**src/rtl/mem_arb_pkg.sv**
```systemverilog
// mem_arb_pkg: shared types and defaults for the instruction/data memory arbiter.
//   WORD_W           - data and address width of the core's memory bus
//   DEPTH_DEF        - default number of memory words
//   STARVE_LIMIT_DEF - default denied-fetch cycles before fetch is forced through
//   owner_e          - which requester owns the response coming back next cycle
package mem_arb_pkg;
   localparam int unsigned WORD_W           = 16;
   localparam int unsigned DEPTH_DEF        = 256;
   localparam int unsigned STARVE_LIMIT_DEF = 4;

   typedef logic [WORD_W-1:0] word_t;

   typedef enum logic [1:0] {
      OWN_NONE = 2'd0,
      OWN_IF   = 2'd1,
      OWN_D    = 2'd2
   } owner_e;

   // Out-of-range check done at 17 bits so a full 64K-word DEPTH still works.
   function automatic logic addr_oor(word_t a, int unsigned depth);
      return {1'b0, a} >= 17'(depth);
   endfunction
endpackage

```
**src/rtl/mem_arbiter_if.sv**
```systemverilog
// mem_arbiter_if: fetch port, load/store port and memory port of the arbiter.
//   slave  - arbiter side (takes requests and mem_rdata, drives grants,
//            responses and the memory address/write lines)
//   master - environment side (requesters plus the memory itself)
interface mem_arbiter_if;
   import mem_arb_pkg::*;

   logic  if_req;
   word_t if_addr;
   logic  if_gnt;
   logic  if_rvalid;
   word_t if_rdata;
   logic  if_err;

   logic  d_req;
   logic  d_we;
   word_t d_addr;
   word_t d_wdata;
   logic  d_gnt;
   logic  d_rvalid;
   word_t d_rdata;
   logic  d_err;

   word_t mem_addr;
   word_t mem_wdata;
   logic  mem_we;
   word_t mem_rdata;

   modport slave (
      input  if_req, if_addr, d_req, d_we, d_addr, d_wdata, mem_rdata,
      output if_gnt, if_rvalid, if_rdata, if_err,
             d_gnt, d_rvalid, d_rdata, d_err,
             mem_addr, mem_wdata, mem_we
   );

   modport master (
      output if_req, if_addr, d_req, d_we, d_addr, d_wdata, mem_rdata,
      input  if_gnt, if_rvalid, if_rdata, if_err,
             d_gnt, d_rvalid, d_rdata, d_err,
             mem_addr, mem_wdata, mem_we
   );
endinterface

```
**src/rtl/mem_arb_starve_ctr.sv**
```systemverilog
// mem_arb_starve_ctr: counts cycles in which fetch is asking but data is
// granted; once the count reaches STARVE_LIMIT, force_if makes fetch win.
//   clk, rst_n - clock, async active-low reset
//   if_req     - fetch is requesting
//   d_gnt      - data was granted this cycle
//   if_gnt     - fetch was granted this cycle
//   force_if   - fetch must win the next contested cycle
module mem_arb_starve_ctr #(
   parameter int unsigned STARVE_LIMIT = 4
) (
   input  logic clk,
   input  logic rst_n,
   input  logic if_req,
   input  logic d_gnt,
   input  logic if_gnt,
   output logic force_if
);
   localparam int unsigned CW = $clog2(STARVE_LIMIT + 1);

   logic [CW-1:0] cnt_q;

   // Can never pass STARVE_LIMIT: at the limit fetch is either granted or
   // not requesting, and both clear the count.
   always_ff @(posedge clk or negedge rst_n) begin
      if (!rst_n)                 cnt_q <= '0;
      else if (!if_req || if_gnt) cnt_q <= '0;
      else if (d_gnt)             cnt_q <= cnt_q + CW'(1);
   end

   assign force_if = (cnt_q == CW'(STARVE_LIMIT));
endmodule

```
**src/rtl/mem_arbiter.sv**
```systemverilog
// mem_arbiter: shares one synchronous single-port memory between the fetch
// port and the load/store port. One grant per cycle, data first; the memory's
// one-cycle read latency is tracked with an owner tag so rdata returns to the
// requester that issued the read. Addresses >= DEPTH are granted but never
// reach the array; they answer next cycle with err=1, rdata=0.
//   clk, rst_n - clock, async active-low reset
//   bus        - mem_arbiter_if.slave (fetch, data and memory ports)
// Optional feature: define MEM_ARB_STARVE_EN to force a fetch grant after
// STARVE_LIMIT consecutive denied fetch cycles.
module mem_arbiter
   import mem_arb_pkg::*;
#(
   parameter int unsigned DEPTH        = DEPTH_DEF,
   parameter int unsigned STARVE_LIMIT = STARVE_LIMIT_DEF
) (
   input  logic          clk,
   input  logic          rst_n,
   mem_arbiter_if.slave  bus
);
   logic   force_if;
   logic   if_win, d_win, any_win, oor;
   word_t  sel_addr;
   owner_e own_q, own_d;
   logic   err_q, err_d;

`ifdef MEM_ARB_STARVE_EN
   mem_arb_starve_ctr #(.STARVE_LIMIT(STARVE_LIMIT)) u_starve (
      .clk      (clk),
      .rst_n    (rst_n),
      .if_req   (bus.if_req),
      .d_gnt    (d_win),
      .if_gnt   (if_win),
      .force_if (force_if)
   );
`else
   assign force_if = 1'b0;
`endif

   // Arbitration; grants are gated by reset so nothing leaks out while held.
   always_comb begin
      d_win    = rst_n & bus.d_req & ~(force_if & bus.if_req);
      if_win   = rst_n & bus.if_req & ~d_win;
      any_win  = d_win | if_win;
      sel_addr = d_win ? bus.d_addr : (if_win ? bus.if_addr : '0);
      oor      = any_win & addr_oor(sel_addr, DEPTH);
   end

   assign bus.d_gnt     = d_win;
   assign bus.if_gnt    = if_win;
   assign bus.mem_addr  = oor ? '0 : sel_addr;
   assign bus.mem_we    = d_win & bus.d_we & ~oor;
   assign bus.mem_wdata = (d_win & bus.d_we & ~oor) ? bus.d_wdata : '0;

   // Owner tag: who gets the memory's output next cycle.
   always_ff @(posedge clk or negedge rst_n) begin
      if (!rst_n) begin
         own_q <= OWN_NONE;
         err_q <= 1'b0;
      end else begin
         own_q <= own_d;
         err_q <= err_d;
      end
   end

   always_comb begin
      own_d         = OWN_NONE;
      err_d         = oor;
      bus.if_rvalid = 1'b0;
      bus.if_err    = 1'b0;
      bus.if_rdata  = '0;
      bus.d_rvalid  = 1'b0;
      bus.d_err     = 1'b0;
      bus.d_rdata   = '0;

      // In-range writes have no response, so they leave the tag at NONE.
      if (if_win)                            own_d = OWN_IF;
      else if (d_win && (!bus.d_we || oor))  own_d = OWN_D;

      // An errored access never got to the array: return zeros, not mem_rdata.
      case (own_q)
         OWN_IF: begin
            bus.if_rvalid = 1'b1;
            bus.if_err    = err_q;
            bus.if_rdata  = err_q ? '0 : bus.mem_rdata;
         end
         OWN_D: begin
            bus.d_rvalid = 1'b1;
            bus.d_err    = err_q;
            bus.d_rdata  = err_q ? '0 : bus.mem_rdata;
         end
         default: ;
      endcase
   end
endmodule

```
**src/flat_wrapper.sv**
```systemverilog
// flat-port wrapper written by rule: the top's interface ports become plain ports
module mem_arbiter_flat import mem_arb_pkg::*;
#(
   parameter int unsigned DEPTH        = DEPTH_DEF,
   parameter int unsigned STARVE_LIMIT = STARVE_LIMIT_DEF
)
  (clk, rst_n, bus_if_req, bus_if_addr, bus_d_req, bus_d_we, bus_d_addr, bus_d_wdata, bus_mem_rdata, bus_if_gnt, bus_if_rvalid, bus_if_rdata, bus_if_err, bus_d_gnt, bus_d_rvalid, bus_d_rdata, bus_d_err, bus_mem_addr, bus_mem_wdata, bus_mem_we);
  mem_arbiter_if bus_i ();
  input  logic clk;
  input  logic rst_n;
  input wire logic [$bits(bus_i.if_req)-1:0] bus_if_req;
  input wire logic [$bits(bus_i.if_addr)-1:0] bus_if_addr;
  input wire logic [$bits(bus_i.d_req)-1:0] bus_d_req;
  input wire logic [$bits(bus_i.d_we)-1:0] bus_d_we;
  input wire logic [$bits(bus_i.d_addr)-1:0] bus_d_addr;
  input wire logic [$bits(bus_i.d_wdata)-1:0] bus_d_wdata;
  input wire logic [$bits(bus_i.mem_rdata)-1:0] bus_mem_rdata;
  output wire logic [$bits(bus_i.if_gnt)-1:0] bus_if_gnt;
  output wire logic [$bits(bus_i.if_rvalid)-1:0] bus_if_rvalid;
  output wire logic [$bits(bus_i.if_rdata)-1:0] bus_if_rdata;
  output wire logic [$bits(bus_i.if_err)-1:0] bus_if_err;
  output wire logic [$bits(bus_i.d_gnt)-1:0] bus_d_gnt;
  output wire logic [$bits(bus_i.d_rvalid)-1:0] bus_d_rvalid;
  output wire logic [$bits(bus_i.d_rdata)-1:0] bus_d_rdata;
  output wire logic [$bits(bus_i.d_err)-1:0] bus_d_err;
  output wire logic [$bits(bus_i.mem_addr)-1:0] bus_mem_addr;
  output wire logic [$bits(bus_i.mem_wdata)-1:0] bus_mem_wdata;
  output wire logic [$bits(bus_i.mem_we)-1:0] bus_mem_we;
  assign bus_i.if_req = bus_if_req;
  assign bus_i.if_addr = bus_if_addr;
  assign bus_i.d_req = bus_d_req;
  assign bus_i.d_we = bus_d_we;
  assign bus_i.d_addr = bus_d_addr;
  assign bus_i.d_wdata = bus_d_wdata;
  assign bus_i.mem_rdata = bus_mem_rdata;
  assign bus_if_gnt = bus_i.if_gnt;
  assign bus_if_rvalid = bus_i.if_rvalid;
  assign bus_if_rdata = bus_i.if_rdata;
  assign bus_if_err = bus_i.if_err;
  assign bus_d_gnt = bus_i.d_gnt;
  assign bus_d_rvalid = bus_i.d_rvalid;
  assign bus_d_rdata = bus_i.d_rdata;
  assign bus_d_err = bus_i.d_err;
  assign bus_mem_addr = bus_i.mem_addr;
  assign bus_mem_wdata = bus_i.mem_wdata;
  assign bus_mem_we = bus_i.mem_we;
  mem_arbiter #(.DEPTH(DEPTH), .STARVE_LIMIT(STARVE_LIMIT)) u_core (.clk(clk), .rst_n(rst_n), .bus(bus_i));
endmodule
```
**config.mk**
```make
export PLATFORM = sky130hd
export DESIGN_NAME = mem_arbiter_flat
export DESIGN_NICKNAME = d
export VERILOG_FILES = /design/src/rtl/mem_arb_pkg.sv /design/src/rtl/mem_arbiter_if.sv /design/src/rtl/mem_arb_starve_ctr.sv /design/src/rtl/mem_arbiter.sv /design/src/flat_wrapper.sv
export SDC_FILE = /design/constraint.sdc
export NUM_CORES = 1
export LEC_CHECK = 0
export CAP_MARGIN = 20
export CORE_AREA = 2 2 54 56
export CTS_BUF_LIST = sky130_fd_sc_hd__clkbuf_16
export DETAILED_ROUTE_END_ITERATION = 16
export DIE_AREA = 0 0 56 58
export DONT_BUFFER_PORTS = 1
export PLACE_DENSITY = 0.42
export SLEW_MARGIN = 20
export SYNTH_ARGS = -nofsm -noshare
export SYNTH_HDL_FRONTEND = slang
export SYNTH_SLANG_ARGS = --single-unit
export TNS_END_PERCENT = 30
```
**constraint.sdc**
```tcl
create_clock -name clk -period 2.3 [get_ports clk]
set_input_delay 0.115 -clock clk [delete_from_list [all_inputs] [get_ports clk]]
set_output_delay 0.115 -clock clk [all_outputs]
set_load 0.005 [all_outputs]
```
Word-level counts from Yosys, hierarchy flattened
Cells that the tools add are included.
{"block": "classes", "magnitude_cmp": 1, "n_eq_ne": 2, "muxes": 13, "n_bitwise": 9, "n_reduce_logical": 3}
{"operator": "$mux W16", "n": 7}
{"operator": "$ge A16 B9 Y1 const B", "n": 1}
{"operator": "$and A1 B1 Y1", "n": 6}
{"operator": "$mux W1", "n": 4}
{"operator": "$mux W2", "n": 2}
{"operator": "$eq A2 B1 Y1 const B", "n": 1}
{"operator": "$eq A2 B2 Y1 const B", "n": 1}
{"operator": "$not A1 Y1", "n": 2}
{"operator": "$logic_and A1 B1 Y1", "n": 1}
{"operator": "$logic_not A1 Y1", "n": 1}
{"operator": "$logic_or A1 B1 Y1", "n": 1}
{"operator": "$or A1 B1 Y1", "n": 1}
{"block": "totals", "reg_bits": 3, "input_bits": 69, "output_inout_bits": 71, "wordCells": 30}

Depth between registers and ports, before layout
{"block": "logic_depth", "word_depth": 11, "depth_mapped": 5}

Least setup slack after synthesis
Ideal clock, no wire load.
{"block": "synth_timing", "path_kind": "flip-flop to output port", "from": "register u_core.own_q[1]", "to": "output port bus_d_rdata[10]", "t_arrival_ns": 1.033, "setup_slack_ns": 1.152, "stages_incl_launch_ff": 5, "path_buffers": 2, "cell_sequence": "dfrtp_1 > nand2b_1 > clkbuf_1 > clkbuf_1 > nor2_1"}
{"block": "synth_via", "elab_chain_cells": 2}
{"item": "start: declaration", "line_no": "mem_arbiter.sv:23", "rtl": "owner_e own_q, own_d;"}
{"item": "start signal: assignment", "line_no": "mem_arbiter.sv:60", "rtl": "own_q <= own_d;"}
{"item": "$eq A2 B2 Y1", "line_no": "mem_arbiter.sv:80", "rtl": "case (own_q)"}
{"item": "$mux W16", "line_no": "mem_arbiter.sv:80"}
{"item": "end: declaration", "line_no": "flat_wrapper.sv:24", "rtl": "output wire logic [$bits(bus_i.d_rdata)-1:0] bus_d_rdata;"}
Every way passes these cells.

Final worst setup path
{"block": "layout_timing", "from": "register u_core.own_q[0]", "to": "output port bus_d_rdata[10]"}
The elaborated chain is that of the path after synthesis.

==> flow_summary.json <==
{
  "synth_adder_area_share_pct": 0,
  "chipHeight_um": 58,
  "maxSlewViolCount": 0,
  "post-route-period-util_pct": 60.8,
  "total_routed_wirelength_mm": 2.38,
  "worst-slew-pin-transition_ns": 0.752,
  "combined_global_route_utilization_of_all_metal_layers_pct": 13.2,
  "end_kind": "primary output",
  "grt_antenna_before_repair": 0,
  "most_frequent_cells_after_synthesis": "sky130_fd_sc_hd__nor2_1 (34), sky130_fd_sc_hd__nand2_1 (33), sky130_fd_sc_hd__nor3_1 (15)",
  "area_growth_syn_to_layout_pct": 4.09,
  "grt_max_degree": 27,
  "sw_frac_of_total_pct": 26.3,
  "detailedRoute.firstIterationViolations": 19,
  "cts-buffers-inserted": 3,
  "drive_above_1_share_pct": 15.8,
  "maxSlewHeadroom_pct": 49.8,
  "synth-async-reset-ratio_pct": 100,
  "grt_pass1_vias": 783,
  "critical_path_class": "register to primary output",
  "placedInstanceArea_um2": 771,
  "cts.clk_slew.worst_paths_ns": 0.03,
  "drt-wirelength-per-cell_um": 14.5,
  "cellLeakagePower_nw": 0.319,
  "synth_edf_count": 0,
  "cts_root_buffer": "sky130_fd_sc_hd__clkbuf_16",
  "synth_ff_type": "sky130_fd_sc_hd__dfrtp_1",
  "setup_repair_after_global_routing_missed_its_margin": "false",
  "design.die.area_um2": 3250,
  "yosys_warn_count": 0,
  "route.vias.total": 890,
  "synth_xor_xnor_area_share_pct": 0,
  "combPwrFrac_pct": 21.4,
  "synth_area_leaders": "sky130_fd_sc_hd__nor2_1 (15%), sky130_fd_sc_hd__nand2_1 (15%), sky130_fd_sc_hd__nor3_2 (12%)",
  "timing.critical_path.arrival_ns": 1.28,
  "post-route-min-period_ns": 1.40,
  "netlist_area_um2": 826,
  "power_per_cell_area_nw_per_um2": 482,
  "chipWidth_um": 56,
  "report.final.hold_viol_count": 0,
  "pin_count": 140,
  "drt_first_pass_iters": 4,
  "start_util_pct": 31.0,
  "yosys.area.top_type_share_pct": 15.5,
  "fin_setup_tns_ns": 0,
  "worst_hold_path_cell_count": 1,
  "clock_tree.buffer_depth": 2,
  "final_design_area_no_fill_um2": 860,
  "intPower_w": 0.000305,
  "io_buffer_count": 0,
  "clkSinkCount": 3,
  "synth_compound_area_share_pct": 10.2,
  "grt_pass1_wl_mm": 3.35,
  "critical_path_peak_fanout": 18,
  "fmaxAchievable_mhz": 716,
  "min_path_type": "input pin to register",
  "antenna_cells": 0,
  "core.rowCount": 19,
  "min_from": "rst_n",
  "status": "finished, final reports clean",
  "nets": 203,
  "fin_worst_hold_slack_ns": 0.0470,
  "clock_tree.htree_level_count": 1,
  "synth-simple-area-share_pct": 63.0,
  "residual_antenna_violating_net_count_after_detailed_routing": 0,
  "core-area_um2": 2660,
  "setup_slack_ns": 0.903,
  "globalRoute.totalOverflow": 0,
  "avgSynthCellArea_um2": 5.94,
  "clock_tree_from_tritoncts": "built",
  "synth-seq-cells": 3,
  "yosys.cell_types.count": 20,
  "dominant_cell_type_by_area_after_synthesis": "sky130_fd_sc_hd__nor2_1",
  "detailed_place_hpwl_mm": 1.95,
  "irDropWorstVdd_uv": 250,
  "post_cts.repair.setup_buffers": 0,
  "post_cts_resized": 0,
  "syn-instance-count": 139,
  "worstHoldEndpoint": "u_core.own_q[1]",
  "synth_most_common_cell": "sky130_fd_sc_hd__nor2_1",
  "place.gp.congestion": 0.742,
  "timing.critical_path.from_type": "register",
  "power_frac_seq_pct": 13.8,
  "post_drt_via_cell_ratio": 5.43,
  "dp_worst_setup_slack_ns": 0.909,
  "net-switching-power_w": 0.000109,
  "synthMuxAreaShare_pct": 0,
  "setup_viol": 0,
  "remaining_drc_errors": 0,
  "power.clock.fraction_pct": 64.8,
  "dominant_combinational_cell_family_by_area_after_synthesis": "simple AND/OR/NAND/NOR gates",
  "maxCapViolCount": 0,
  "synth_seq_area_share_pct": 9.09,
  "critical_path_rt_ns": 2.18
}
[cells by family after synthesis]
| group | Yosys count |
|---|---|
| compound gates | 10 |
| buf+inv | 23 |
| flops | 3 |
| other cells | 1 |
| simple gates | 102 |
[repair_timing]
item,in CTS,in global routing
endpoints found under the hold margin,3,0
hold buffers,1,0
setup endpoints to repair,0,0
[worst max path at each step]
stage | to | slack, ns | cells after the start | from
floorplan | bus_d_rdata[10] | 1.15 | 4 | u_core.own_q[1]
global placement | bus_mem_wdata[4] | 0.98 | 3 | bus_d_addr[11]
detailed placement | bus_mem_addr[7] | 0.91 | 4 | bus_d_req
CTS | bus_d_rdata[10] | 0.90 | 2 | u_core.own_q[0]
global route | bus_mem_addr[7] | 0.77 | 4 | bus_d_req
finish | bus_d_rdata[10] | 0.90 | 2 | u_core.own_q[0]
[critical path, stage by stage, from the launching register on]
cell and delay [ns]:
sky130_fd_sc_hd__dfrtp_1 0.36, sky130_fd_sc_hd__nand2b_1 0.43, sky130_fd_sc_hd__nor2_1 0.27
[registers in the layout, indices dropped and copies added (netlist names)]
name / count
u_core.err_q: 1
u_core.own_q: 2
[routing by layer]
layer	wire, um	GRT usage [%]	vias to the layer above	share of wire, %
met2	1340	28.9	80	56
li1	-	-	432	-
met5	0	0	-	0
met3	274	2.46	0	12
met4	0	6.12	0	0
met1	767	11.1	378	32
[power by group through the flow]
stage | combinational [W] | clock [W] | sequential (W)
after global routing | 0.000100 | 0.000278 | 0.0000574
after floorplan | 0.0000901 | 0 | 0.0000574
final | 0.0000888 | 0.000269 | 0.0000571
after CTS | 0.0000895 | 0.000274 | 0.0000570
after global placement | 0.0000846 | 0 | 0.0000576
after detailed placement | 0.0000874 | 0 | 0.0000577
[stage by stage]
stage                     util (%)  instances  total power, W
after CTS                     32.3        164        0.000421
final                         32.3        164        0.000414
after floorplan                  -        146        0.000148
after global placement        28.9        159        0.000142
after global routing          32.3        164        0.000436
after detailed placement      28.9        159        0.000145
[cell type report]
class | instances | area (um2)
clock buffers | 3 | 75.1
clock inverters | 1 | 3.75
fillers | 299 | 1800
inverters | 4 | 15.0
multi-input cells | 120 | 634
flip-flops and latches | 3 | 75.1
well taps | 31 | 38.8
repair buffers | 2 | 17.5
[placed cells by master (no fill, tap or decap)]
cell type and n:
sky130_fd_sc_hd__a21boi_4 1, sky130_fd_sc_hd__a21oi_1 1, sky130_fd_sc_hd__a22oi_1 8, sky130_fd_sc_hd__and3_1 1
sky130_fd_sc_hd__and3b_1 1, sky130_fd_sc_hd__buf_4 1, sky130_fd_sc_hd__clkbuf_16 3, sky130_fd_sc_hd__clkinv_1 2
sky130_fd_sc_hd__conb_1 8, sky130_fd_sc_hd__dfrtp_1 3, sky130_fd_sc_hd__dlygate4sd3_1 1, sky130_fd_sc_hd__inv_1 3
sky130_fd_sc_hd__nand2_1 33, sky130_fd_sc_hd__nand2b_1 2, sky130_fd_sc_hd__nand3_2 1, sky130_fd_sc_hd__nor2_1 34
sky130_fd_sc_hd__nor3_1 15, sky130_fd_sc_hd__nor3_2 10, sky130_fd_sc_hd__nor4_2 4, sky130_fd_sc_hd__or2_2 1
Note: power is estimated with default switching activity, not from simulation.
